<file path="config.mk">
export PLATFORM = sky130hd
export DESIGN_NAME = mem_arbiter
export DESIGN_NICKNAME = d
export VERILOG_FILES = /design/src/rtl/mem_arbiter_pkg.sv /design/src/rtl/mem_arbiter.sv
export SDC_FILE = /design/constraint.sdc
export NUM_CORES = 1
export LEC_CHECK = 0
export ABC_AREA = 0
export BUFFER_PORTS_ARGS = -buffer_cell sky130_fd_sc_hd__buf_2
export CORE_AREA = 10 10 241 243
export CTS_BUF_LIST = sky130_fd_sc_hd__clkbuf_4
export DETAILED_ROUTE_END_ITERATION = 12
export DIE_AREA = 0 0 251 253
export PLACE_DENSITY = 0.3
export SYNTH_ARGS = -nofsm -noshare
export SYNTH_HDL_FRONTEND = slang
export SYNTH_SLANG_ARGS = --single-unit
</file>
<file path="constraint.sdc">
create_clock -name clk -period 2.1 [get_ports clk]
set_input_delay 0.63 -clock clk [delete_from_list [all_inputs] [get_ports clk]]
set_output_delay 0.63 -clock clk [all_outputs]
set_load 0.005 [all_outputs]
</file>
<file path="src/rtl/mem_arbiter_pkg.sv">
// mem_arbiter_pkg: shared state/owner encodings and default sizes for the memory arbiter.
// Revision: 1.0
`default_nettype none

package mem_arbiter_pkg;

   typedef enum logic [1:0] {
      ST_IDLE  = 2'd0,
      ST_REQ   = 2'd1,
      ST_WDATA = 2'd2,
      ST_RRESP = 2'd3
   } state_e;

   typedef enum logic {
      OWN_IC = 1'b0,
      OWN_DC = 1'b1
   } owner_e;

   localparam int unsigned MEM_DATA_BITS_DFLT = 128;
   localparam int unsigned ADDR_BITS_DFLT     = 28;
   localparam int unsigned BEATS_DFLT         = 4;

   // Keeps the beat counter at least one bit wide even for single-beat lines.
   function automatic int unsigned cnt_width(input int unsigned beats);
      return (beats > 1) ? $clog2(beats) : 1;
   endfunction

endpackage

`default_nettype wire

</file>
<file path="src/rtl/mem_arbiter.sv">
// mem_arbiter: grants the shared memory port to ic or dc one line transaction at a time.
// Optional MEM_ARB_RR_EN selects round-robin tie-breaking instead of fixed dc priority. Revision: 1.0
`default_nettype none

module mem_arbiter
   import mem_arbiter_pkg::*;
#(
   parameter int unsigned ADDR_BITS = ADDR_BITS_DFLT,
   parameter int unsigned DATA_BITS = MEM_DATA_BITS_DFLT,
   parameter int unsigned BEATS     = BEATS_DFLT
) (
   input  logic                   clk,
   input  logic                   reset,
   input  logic                   ic_req_val,
   output logic                   ic_req_rdy,
   input  logic [ADDR_BITS-1:0]   ic_req_addr,
   input  logic                   ic_req_rw,
   input  logic                   dc_req_val,
   output logic                   dc_req_rdy,
   input  logic [ADDR_BITS-1:0]   dc_req_addr,
   input  logic                   dc_req_rw,
   input  logic                   dc_req_data_valid,
   output logic                   dc_req_data_ready,
   input  logic [DATA_BITS-1:0]   dc_req_data_bits,
   input  logic [DATA_BITS/8-1:0] dc_req_data_mask,
   output logic                   ic_resp_val,
   output logic                   dc_resp_val,
   output logic [DATA_BITS-1:0]   resp_data,
   output logic                   mem_req_val,
   input  logic                   mem_req_rdy,
   output logic [ADDR_BITS-1:0]   mem_req_addr,
   output logic                   mem_req_rw,
   output logic                   mem_req_data_valid,
   input  logic                   mem_req_data_ready,
   output logic [DATA_BITS-1:0]   mem_req_data_bits,
   output logic [DATA_BITS/8-1:0] mem_req_data_mask,
   input  logic                   mem_resp_val,
   input  logic [DATA_BITS-1:0]   mem_resp_data
);

   localparam int unsigned CNT_W = cnt_width(BEATS);
   localparam logic [CNT_W-1:0] LAST_BEAT = CNT_W'(BEATS - 1);

   state_e           state_q, state_d;
   owner_e           owner_q, owner_d;
   logic [CNT_W-1:0] cnt_q, cnt_d;
   owner_e           winner;
   logic             own_rw;
   logic             cnt_last;

`ifdef MEM_ARB_RR_EN
   owner_e last_grant_q, last_grant_d;

   always_comb begin
      if (ic_req_val && dc_req_val) begin
         winner = (last_grant_q == OWN_DC) ? OWN_IC : OWN_DC;
      end else begin
         winner = dc_req_val ? OWN_DC : OWN_IC;
      end
   end
`else
   always_comb begin
      winner = dc_req_val ? OWN_DC : OWN_IC;
   end
`endif

   // The icache never writes, so its rw input is deliberately ignored.
   assign own_rw   = (owner_q == OWN_DC) && dc_req_rw;
   assign cnt_last = (cnt_q == LAST_BEAT);

   always_ff @(posedge clk) begin
      if (reset) begin
         state_q <= ST_IDLE;
         owner_q <= OWN_DC;
         cnt_q   <= '0;
`ifdef MEM_ARB_RR_EN
         last_grant_q <= OWN_IC;
`endif
      end else begin
         state_q <= state_d;
         owner_q <= owner_d;
         cnt_q   <= cnt_d;
`ifdef MEM_ARB_RR_EN
         last_grant_q <= last_grant_d;
`endif
      end
   end

   always_comb begin
      state_d            = state_q;
      owner_d            = owner_q;
      cnt_d              = cnt_q;
`ifdef MEM_ARB_RR_EN
      last_grant_d       = last_grant_q;
`endif
      ic_req_rdy         = 1'b0;
      dc_req_rdy         = 1'b0;
      dc_req_data_ready  = 1'b0;
      ic_resp_val        = 1'b0;
      dc_resp_val        = 1'b0;
      mem_req_val        = 1'b0;
      mem_req_data_valid = 1'b0;
      mem_req_addr       = (owner_q == OWN_DC) ? dc_req_addr : ic_req_addr;
      mem_req_rw         = own_rw;
      mem_req_data_bits  = dc_req_data_bits;
      mem_req_data_mask  = dc_req_data_mask;
      resp_data          = mem_resp_data;

      case (state_q)
         ST_IDLE: begin
            if (ic_req_val || dc_req_val) begin
               state_d = ST_REQ;
               owner_d = winner;
`ifdef MEM_ARB_RR_EN
               last_grant_d = winner;
`endif
            end
         end
         ST_REQ: begin
            mem_req_val = 1'b1;
            if (mem_req_rdy) begin
               ic_req_rdy = (owner_q == OWN_IC);
               dc_req_rdy = (owner_q == OWN_DC);
               cnt_d      = '0;
               state_d    = own_rw ? ST_WDATA : ST_RRESP;
            end
         end
         ST_WDATA: begin
            mem_req_data_valid = dc_req_data_valid;
            dc_req_data_ready  = mem_req_data_ready;
            if (dc_req_data_valid && mem_req_data_ready) begin
               cnt_d = cnt_q + CNT_W'(1);
               if (cnt_last) begin
                  state_d = ST_IDLE;
               end
            end
         end
         ST_RRESP: begin
            ic_resp_val = mem_resp_val && (owner_q == OWN_IC);
            dc_resp_val = mem_resp_val && (owner_q == OWN_DC);
            if (mem_resp_val) begin
               cnt_d = cnt_q + CNT_W'(1);
               if (cnt_last) begin
                  state_d = ST_IDLE;
               end
            end
         end
         default: begin
            state_d = ST_IDLE;
         end
      endcase
   end

endmodule

`default_nettype wire

</file>
==> metrics.md <==
| Metric | Value |
|---|---|
| Setup TNS | `0 ns` |
| Layout area overhead | `-24.0%` |
| P_sw | `roughly 0.00017 W` |
| Antenna diodes | `0` |
| CORE AREA | `roughly 53000 um^2` |
| Final period util | `a little over 90%` |
| TritonCTS clock tree | `done` |
| Multi-input gate area | `between 500 and 600 um^2` |
| Final WS setup | `0.149 ns` |
| Worst Hold Class | `reg2reg` |
| Slew HR | `between 80% and 90%` |
| Async SR Flop Fraction | `0%` |
| Slew Viols, Final | `0` |
| Layout Cells excl Fill | `870` |
| IO Pins | `around 650` |
| Max-Cap Viols | `0` |
| P_int | `approximately 0.00035 W` |
| Total global-route track usage | `3.09%` |
| Top cells by count, synth | `buf_4 (272), mux2_2 (28), buf_6 (6), nor2_1 (6), dfxtp_1 (5)` |
| Worst-path clk slew | `about 0.040 ns` |
| FF+latch area | `between 100 and 150 um^2` |
| Leading area contributor after synthesis | `buf_4` |
| Worst vdd ir | `approximately 0.11 mV` |
| Sequential area share after synthesis | `under 10%` |
| Mapped Cells | `approximately 340` |
| Drt total wl | `roughly 11000 um` |
| Ys flop type | `dfxtp_1` |
| Cts hold-fix bufs | `0` |
| CP max FO | `24` |
| #FFs+latches synth | `5` |
| Sw Share | `around a third` |
| Detail Route Antenna Nets | `0` |
| Hpwl dp | `between 9000 and 10000 um` |
| Via density | `roughly 1.7` |
| GPL Wtd Cong | `between 0.5 and 0.6` |
| Worst slew pin tran | `~0.28 ns` |
| Pleak | `approximately 0.72 nW` |
| Global-route wire length before repair | `approximately 13000 um` |
| Most area-consuming cells after synthesis | `buf_4 (74%), mux2_2 (11%), dfxtp_1 (3.6%), buf_6 (2.4%), nand4b_4 (0.86%)` |
| CP Class | `reg2out` |
| Initial core utilization | `5.19%` |
| Crit path arrival time | `roughly 1.3 ns` |
| Root buf cell | `clkbuf_4` |
| Final setup violating endpoints | `0` |
| Largest buffer count on any clock path | `2` |
| Clock power frac | `roughly a quarter` |
| Combinational share of power | `54.7%` |
| Post-synth EDFFs | `0` |
| CTS buffer count | `3` |
| Sequential fraction of design power | `between 20% and 30%` |
| Port Buf Inserts | `100` |
| Top-area cell type share of the netlist area | `approximately 74%` |
| Largest net degree at the start of global routing | `25` |
| Critical path endpoint category | `primary output` |
| Htree depth | `1` |
| Die area | `roughly 64000 um^2` |
| Startpoint types | `flip-flop` |
| DRT Pass-1 Iters | `2` |
| DRC Markers | `0` |
| Number of global-route vias before repair | `roughly 1.7k` |
| Global route overflow | `0` |
| Post-Place Cells | `about 870` |
| Yosys warnings | `0` |
| Crit path time final | `between 1.5 and 2 ns` |
| DP Worst Slack | `~0.17 ns` |
| Power density cells | `~250 nW/um^2` |
| Outcome | `finished clean` |
| Required time of the critical path | `about 1.5 ns` |
| Synth Net Count | `roughly 680` |
| Post-synthesis cell area | `2770 um^2` |
| Clk_lat worst skew | `about 0.24 ns` |
| Fin nets | `a little over 500` |
| Initial antenna violation count | `6` |
| Final Hold Viols | `0` |
| Final Skew | `between 0.0006 and 0.0007 ns` |
| WL/cell | `between 10 and 15 um` |
| Die Wd | `between 200 and 300 um` |
| Starting DRT DRC Count | `25` |
| Worst reg2reg setup slack | `approximately 0.91 ns` |
| Fill count | `around 6.3k` |
| Fmax | `approximately 510 MHz` |
| RSZ-0062 raised after global routing | `no` |
| Row count | `between 80 and 90` |
| Count leader, synth | `buf_4` |
| CTS Sinks | `5` |
| Die Y-Extent | `~250 um` |
| Syn Area/Cell | `around 8.0 um^2` |
| Vias | `approximately 1.4k` |
| Fraction of layout cells with a size suffix above 1 | `between 80% and 90%` |
| Distinct cell type count after synthesis | `24` |
[cell type report]
type	count	area share, %
Tap cell	696	41.4
Multi-Input combinational cell	60	26.3
Timing Repair Buffer	104	25.8
Sequential cell	5	4.88
Clock buffer	4	1.43
Inverter	1	0.178
[per-layer routing]
metal / up-vias / wire (um) / track usage, %
met1: 537 / 2800 / 2.18
met5: - / 96 / 0.633
met3: 114 / 3090 / 4.27
li1: 472 / - / -
met4: 8 / 1120 / 3.15
met2: 318 / 3830 / 3.58
[registers in the layout (all words and copies together), names as in the netlist]
| register | cells |
|---|---|
| owner_q | 1 |
| state_q | 2 |
| cnt_q | 2 |
[critical path, cell delays in order, from the launching register on]
cell	delay, ns
dfxtp_2	0.34
buf_12	0.18
mux2_2	0.39
buf_2	0.14
[final timing paths]
path / end / from / cells past startpoint
setup / recovery: mem_req_addr[7] / owner_q / 3
setup reg to reg: owner_q / state_q[1] / 3
hold / removal: cnt_q[1] / cnt_q[1] / 2
hold reg to reg: cnt_q[1] / cnt_q[1] / 2
[kinds of logic (layout without fill, tap and decap cells)]
| family | Yosys count | count (layout) | synth area share, % |
|---|---|---|---|
| flip-flops | 5 | 5 | 3.62 |
| adder cells (fa/ha/maj) | 1 | 1 | 0.452 |
| buffers and inverters | 279 | 109 | 76.4 |
| AND/OR/NAND/NOR | 21 | 21 | 5.42 |
| multiplexers | 28 | 28 | 11.4 |
| AO/OA/AOI/OAI | 10 | 10 | 2.76 |
[per-stage QoR]
| step | util (%) | area, um^2 | hold WS [ns] | total power (W) |
|---|---|---|---|---|
| 2_1_floorplan | - | 2770 | 0.448 | 0.000681 |
| 3_3_place_gp | 3.89 | 2070 | 0.462 | 0.000418 |
| 3_5_place_dp | 3.89 | 2070 | 0.468 | 0.000420 |
| 4_1_cts | 3.95 | 2100 | 0.474 | 0.000550 |
| 5_1_grt | 3.95 | 2100 | 0.527 | 0.000583 |
| 6_report | 3.95 | 2100 | 0.471 | 0.000528 |
[cells in the final DEF (no fill, tap or decap), drive strengths merged, types with 2 or more instances in the layout]
cell / instances
nand2: 4
nand3: 2
and3b: 2
clkbuf: 4
mux2: 28
nand4: 3
dfxtp: 5
o21ai: 2
nor2: 6
a21oi: 3
buf: 104
[power by group through the flow]
stage	sequential (W)	clock, W	combinational (W)
after floorplan	0.000108	0	0.000573
after global placement	0.000118	0	0.000300
after detailed placement	0.000118	0	0.000303
after CTS	0.000116	0.000130	0.000304
after global routing	0.000118	0.000139	0.000326
final	0.000116	0.000123	0.000289
[what timing repair did]
action	CTS	global route
setup endpoints to repair	0	1
resized for setup	0	1
buffers inserted	0	0
Note: power is estimated with default switching activity, not from simulation.
